File: src/rtl/hack_cpu.sv
// Hack CPU core: decode, A/D/PC registers, jump resolution and RAM write port.
// Optional HACK_CPU_HALT_EN adds a jump-to-self halt detector and `halted` output.

module alu (
    input  logic [15:0] x,
    input  logic [15:0] y,
    input  logic        zx,
    input  logic        nx,
    input  logic        zy,
    input  logic        ny,
    input  logic        f,
    input  logic        no,
    output logic [15:0] out,
    output logic        zr,
    output logic        ng
);
    logic signed [15:0] x_z, x_n, y_z, y_n, res;

    always_comb begin
        x_z = zx ? 16'sd0 : $signed(x);
        x_n = nx ? ~x_z : x_z;
        y_z = zy ? 16'sd0 : $signed(y);
        y_n = ny ? ~y_z : y_z;
        res = f ? (x_n + y_n) : (x_n & y_n);
        out = no ? ~res : res;
        zr  = (out == 16'd0);
        ng  = out[15];
    end
endmodule

module hack_cpu (
    input  logic        clk,
    input  logic        rst,
    input  logic [15:0] instruction,
    input  logic [15:0] inM,
    output logic [15:0] outM,
    output logic        writeM,
    output logic [14:0] addressM,
`ifdef HACK_CPU_HALT_EN
    output logic        halted,
`endif
    output logic [14:0] pc
);
    logic signed [15:0] a_reg;
    logic signed [15:0] d_reg;
    logic [14:0]        pc_reg;
    logic [15:0]        alu_y;
    logic [15:0]        alu_out;
    logic               zr, ng;
    logic               is_c, load_a, load_d, jump, freeze;

    assign is_c   = instruction[15];
    assign alu_y  = (is_c && instruction[12]) ? inM : a_reg;
    assign load_a = !is_c || instruction[5];
    assign load_d = is_c && instruction[4];
    assign jump   = is_c && ((instruction[2] && ng) ||
                             (instruction[1] && zr) ||
                             (instruction[0] && !zr && !ng));

    alu u_alu (
        .x   (d_reg),
        .y   (alu_y),
        .zx  (instruction[11]),
        .nx  (instruction[10]),
        .zy  (instruction[9]),
        .ny  (instruction[8]),
        .f   (instruction[7]),
        .no  (instruction[6]),
        .out (alu_out),
        .zr  (zr),
        .ng  (ng)
    );

`ifdef HACK_CPU_HALT_EN
    logic halt_det;

    // Unconditional jump whose target is the current fetch address never leaves.
    assign halt_det = is_c && (instruction[2:0] == 3'b111) &&
                      (a_reg[14:0] == pc_reg) && !halted;
    assign freeze   = halted || halt_det;

    always_ff @(posedge clk) begin
        if (rst)
            halted <= 1'b0;
        else if (halt_det)
            halted <= 1'b1;
    end
`else
    assign freeze = 1'b0;
`endif

    assign outM     = alu_out;
    assign writeM   = !rst && !freeze && is_c && instruction[3];
    assign addressM = a_reg[14:0];
    assign pc       = pc_reg;

    // Jump target is the A value from before this edge, even when A is also a destination.
    always_ff @(posedge clk) begin
        if (rst) begin
            a_reg  <= '0;
            d_reg  <= '0;
            pc_reg <= '0;
        end else if (!freeze) begin
            if (load_a)
                a_reg <= is_c ? $signed(alu_out) : $signed(instruction);
            if (load_d)
                d_reg <= $signed(alu_out);
            pc_reg <= jump ? a_reg[14:0] : pc_reg + 15'd1;
        end
    end
endmodule

File: config.mk
export PLATFORM = sky130hd
export DESIGN_NAME = hack_cpu
export DESIGN_NICKNAME = d
export VERILOG_FILES = /design/src/rtl/hack_cpu.sv
export SDC_FILE = /design/constraint.sdc
export NUM_CORES = 1
export LEC_CHECK = 0
export ABC_AREA = 1
export CAP_MARGIN = 10
export CORE_UTILIZATION = 25
export DETAILED_ROUTE_END_ITERATION = 12
export GPL_ROUTABILITY_DRIVEN = 0
export MAX_ROUTING_LAYER = met4
export PLACE_DENSITY = 0.52
export RECOVER_POWER = 50
export SYNTH_ARGS = -nofsm -noshare
export SYNTH_HDL_FRONTEND = slang
export SYNTH_SLANG_ARGS = --single-unit
File: constraint.sdc
create_clock -name clk -period 5.1 [get_ports clk]
set_input_delay 0.765 -clock clk [delete_from_list [all_inputs] [get_ports clk]]
set_output_delay 0.765 -clock clk [all_outputs]
set_load 0.01 [all_outputs]
Word-level counts from Yosys, hierarchy flattened
Cells that the tools add are included.
{ "totals": {"word_cells": 35, "regBits": 47, "output_inout_bits": 47, "in_bits": 34} }
{ "op_classes": {"muxes": 9, "n_bitwise": 4, "reduce_logical": 17, "n_addsub": 2} }
{ "op_table": {"columns": ["operator", "count"], "rows": [
  ["$mux W16", 8],
  ["$not A16 Y16", 3],
  ["$add A16 B16 Y16", 1],
  ["$and A16 B16 Y16", 1],
  ["$logic_not A16 Y1", 1],
  ["$add A15 B1 Y15 const B", 1],
  ["$mux W15", 1],
  ["$logic_and A1 B1 Y1", 9],
  ["$logic_not A1 Y1", 4],
  ["$logic_or A1 B1 Y1", 3]
]} }

Logic depth before layout (Yosys ltp)
{ "depth": {"depth_word": 16, "depth_mapped": 28} }

By module
A second synthesis with hierarchy kept.
{ "hier_totals": {"hier_cells": 806, "hier_area_um2": 4620.7} }
{ "modules_own_cells": {"columns": ["mod", "seq_area_each_um2", "cells_per_inst", "area_per_inst_um2", "n_inst"], "rows": [
  ["hack_cpu", 940.9, 387, 2531.2, 1],
  ["alu", 0.0, 419, 2089.5, 1]
]} }

Worst setup path after synthesis
No wires, ideal clock.
{ "synth_path": {"path_kind": "input -> output", "start": "input port instruction[15]", "end": "output port outM[10]", "slack_ps": 1062, "required_time_ps": 4335, "arrival_ps": 3273, "path_stages": 19, "n_path_buf": 2, "cell_sequence": "clkbuf_1 > nand2_1 > clkbuf_1 > a21oi_1 > o21ai_0 > xor2_1 > ha_1 > fa_1 > nand2_2 > nand2_1 > nand3_1 > nand2_2 > nand2_1 > nand2_1 > nand2_1 > nand3_1 > nand3_1 > nand2_1 > inv_1"} }
{ "synth_between": {"elab_chain_len": 9} }
{ "synth_rtl": {"columns": ["element", "line", "rtl"], "rows": [
  ["start, declared", "34", "input logic [15:0] instruction,"],
  ["$logic_and A1 B1 Y1 *", "53", "assign alu_y = (is_c && instruction[12]) ? inM : a_reg;"],
  ["$mux W16 *", "53", null],
  ["$mux W16 *", "22", "y_z = zy ? 16'sd0 : $signed(y);"],
  ["$not A16 Y16", "23", "y_n = ny ? ~y_z : y_z;"],
  ["$mux W16 *", "23", null],
  ["$add A16 B16 Y16 / $and A16 B16 Y16 (equally long branches)", "24", "res = f ? (x_n + y_n) : (x_n & y_n);"],
  ["$mux W16 *", "24", null],
  ["$not A16 Y16", "25", "out = no ? ~res : res;"],
  ["$mux W16 *", "25", null],
  ["end, declared", "36", "output logic [15:0] outM,"]
]} }
Mark *: on every way between the ends. The rest lies on a longest branch, timed or not.

Worst setup path in the final report
{ "layout_path": {"start": "input port instruction[15]", "end": "output port outM[13]"} }
The elaborated chain is that of the path after synthesis.

==> results.txt <==
* Final core utilization: 31.9%
- Worst hold slack: 469 ps
* Min Clock Period, post-route: 4770 ps
* Total count of hold-check failures in the final report: 0
- Together, buffers and inverters on the worst path number 6.
- For this design the static power due to leakage is 2.90 nW.
* Biggest area consumer among synthesized cells: dfxtp_1
- Flops & latches, synth: 47
- Dividing the detail-routed via count by the number of cells gives 4.49.
- For this block, the initial DRC count from the detailed router was 241.
- Count of maximum capacitance violations: 0
- Final TNS setup: 0 ps
- Starting density of the core: 25.6%
* Post-route ant nets: 0
- Clock slew seen by the registers of the worst setup and hold paths: 60 ps
* Half-perimeter wire length after detailed placement: 11.5 mm
- On the critical path the largest part of the delay comes from buffers and inverters.
- The worst setup path is launched from a primary input.
- Total overflow reported by the global router: 0
* Top cell type's share of synthesized area: 20.4%
- The number of antenna diodes in the final layout is 0.
* Netlist area before placement: 4610 sq um
* Unique masters post-synth: 30
* Final critical-path share of the clock period: 93.5%
- In this run the power density over the cells is 261 nW/um^2.
- Vias in the first global route: 4444
- Number of clock buffers inserted by TritonCTS: 5
- In this run the tightest slew margin relative to its limit is 5.79%.
* Hold Crit Class: reg -> reg
- Critical setup path kind: in -> out
- Std cell rows: 49
* Finish-stage setup viols: 0
* Width of the die: 138 um
* Average footprint of a synthesized cell: 5.97 sq um
* Critical Path, Cell by Cell: clkdlybuf4s50_1, nand2_1, buf_4, inv_1, o21ai_0, xor2_1, ha_1, nand2_1, inv_1, nand2_1, nand2_1, a21oi_1, nand2_1, nand2_1, nand3_1, nand3_1, nand2_2, inv_1, clkdlybuf4s50_1
- Buffers added to address setup during post-CTS repair amount to 0.
* Number of antenna violations at the first check in global routing: 0
- Crit Path Max Fanout: 15
- TritonCTS built the clock tree.
- Maximum resistive drop on vdd: 127 uV
- After synthesis, the cell types taking the most area are dfxtp_1 (20%), nand2_1 (19%), inv_1 (9.5%).
- Clock tree synthesis found a total of 47 sinks.
- Power, Total: 1.50 mW
* Total vias in the final route: 4782
- During placement, the flow inserted port buffers numbering 80.
- Global routing usage summed across all routing layers: 15.7%
* Cell with the most instances on the worst path: nand2_1
- DP Area: 5600 sq um
* Data required time at the worst endpoint: 4340 ps
- Achievable clock frequency: 210 MHz
- Number of max-slew violations in the final report: 0
- Clk root buf: clkbuf_16
- Post-Syn Instances: 772
- Dividing the detail-routed wire length by the instance count gives 13.6 um.
- The longest clock path from root to sink contains 2 buffers.
- Entering global routing, the biggest net connects 34 pins.
- Maximum single-stage delay on the critical path: 530 ps
- The core region is 18000 sq um.
- Sum of routed wire length over all layers: 14.4 mm
- In the routed design, unresolved DRC markers number 0.
* Worst setup EP type: primary output
- After routing the design area is 5750 sq um.
- Global-route wire length before repair: 22.6 mm
- The first detailed-routing pass ran for 4 iterations.
* Unrepaired setup endpoints after global routing: false
- CTS H-Tree Depth: 2
- Post-Syn Nets: 824
- For this run, the number of Yosys warnings is 0.
- For the worst setup path, the data arrival time is 4000 ps.
* Transition at the pin with the smallest max-transition slack: 1410 ps
* Fraction of final layout cells sized beyond drive strength 1: 8.38%
- The floorplan step defined a die boundary enclosing 19000 sq um.
- After synthesis, flip-flops and latches occupy 20.4% of the total area.
- In this run the count of I/O pins placed on the die edge is 81.
- Worst-path cell with the longest stage delay: clkdlybuf4s50_1
- The run finished with clean final reports.
- The clock reaches the later pin of the worst-skew pair after 290 ps.
* Area overhead of the layout relative to synthesis: 24.6%
* Clock Skew: 9.19 ps
- Nets: 886
* Die height: 138 um
## worst min-delay path, stage by stage (launching register included)
cell and delay, ps:
dfxtp_1 310, nand2_1 60, a21oi_1 60
## placed cells by master (no fill, tap or decap), drive strengths merged, types with 17 or more instances in the layout
master | Yosys | layout
nand2 | 250 | 250
inv | 120 | 120
nand3 | 80 | 80
nor2 | 65 | 65
dfxtp | 47 | 47
xor2 | 46 | 46
clkdlybuf4s50 | 0 | 46
dlygate4sd3 | 0 | 31
a21oi | 29 | 29
o21ai | 23 | 23
buf | 32 | 19
ha | 17 | 17
## per-stage QoR
| stage | setup slack, ps | std cells |
|---|---|---|
| final | 333 | 1064 |
| after global placement | 247 | 1056 |
| after floorplan | 1060 | 772 |
| after detailed placement | 246 | 1056 |
| after global routing | 41.6 | 1064 |
| after CTS | 227 | 1064 |
## synth_stat cells (all sizes together)
master  count
inv       120
a31oi      14
nor2       65
o211ai     14
ha         17
a21boi      1
clkinv      2
o21ai      23
a21oi      29
fa          1
nand2     250
and2        3
dfxtp      47
nand3      80
nand3b      1
buf        32
or2         3
nor3        3
xor2       46
nand4       5
xnor2       3
clkbuf     13
## routing by layer
metal | vias to the layer above | track usage, % | share of wire [%]
li1 | 2510 | - | -
met3 | 4 | 2.06 | 3.8
met4 | 0 | 1.45 | 0.46
met5 | - | - | 0
met1 | 2188 | 21.7 | 50
met2 | 80 | 25.2 | 46
## layout make-up
type	instances	area, sq um
fillers	2063	12300
clock inverters	1	5.00
multi-input cells	558	2960
well taps	229	287
flip-flops and latches	47	941
clock buffers	7	133
repair buffers	100	967
inverters	122	458
## kinds of logic after synthesis
| group | share of synthesized area, % |
|---|---|
| adders and majority gates | 5.05 |
| xor gates and xnor gates | 9.31 |
| AOI/OAI and AO/OA | 10.2 |
| buffers and inverters | 15.7 |
| DFF | 20.4 |
| and+or+nand+nor | 39.3 |
## final timing paths
kind	start	to	slack, ps	cells after the start
setup / recovery	instruction[15]	outM[13]	330	19
hold reg to reg	a_reg[15]	a_reg[15]	470	2
hold / removal	a_reg[15]	a_reg[15]	470	2
setup reg to reg	a_reg[12]	pc[10]	1720	23
## power by group
part | total, mW | switching, mW | internal [mW]
logic | 0.746 | 0.443 | 0.303
registers | 0.431 | 0.0293 | 0.402
clock network | 0.326 | 0.144 | 0.182
## repair_timing
item,4_1_cts,5_1_grt
hold buffers,0,0
endpoints found under the setup margin,0,5
gates resized for setup,0,5
Note: power is estimated with default switching activity, not from simulation.
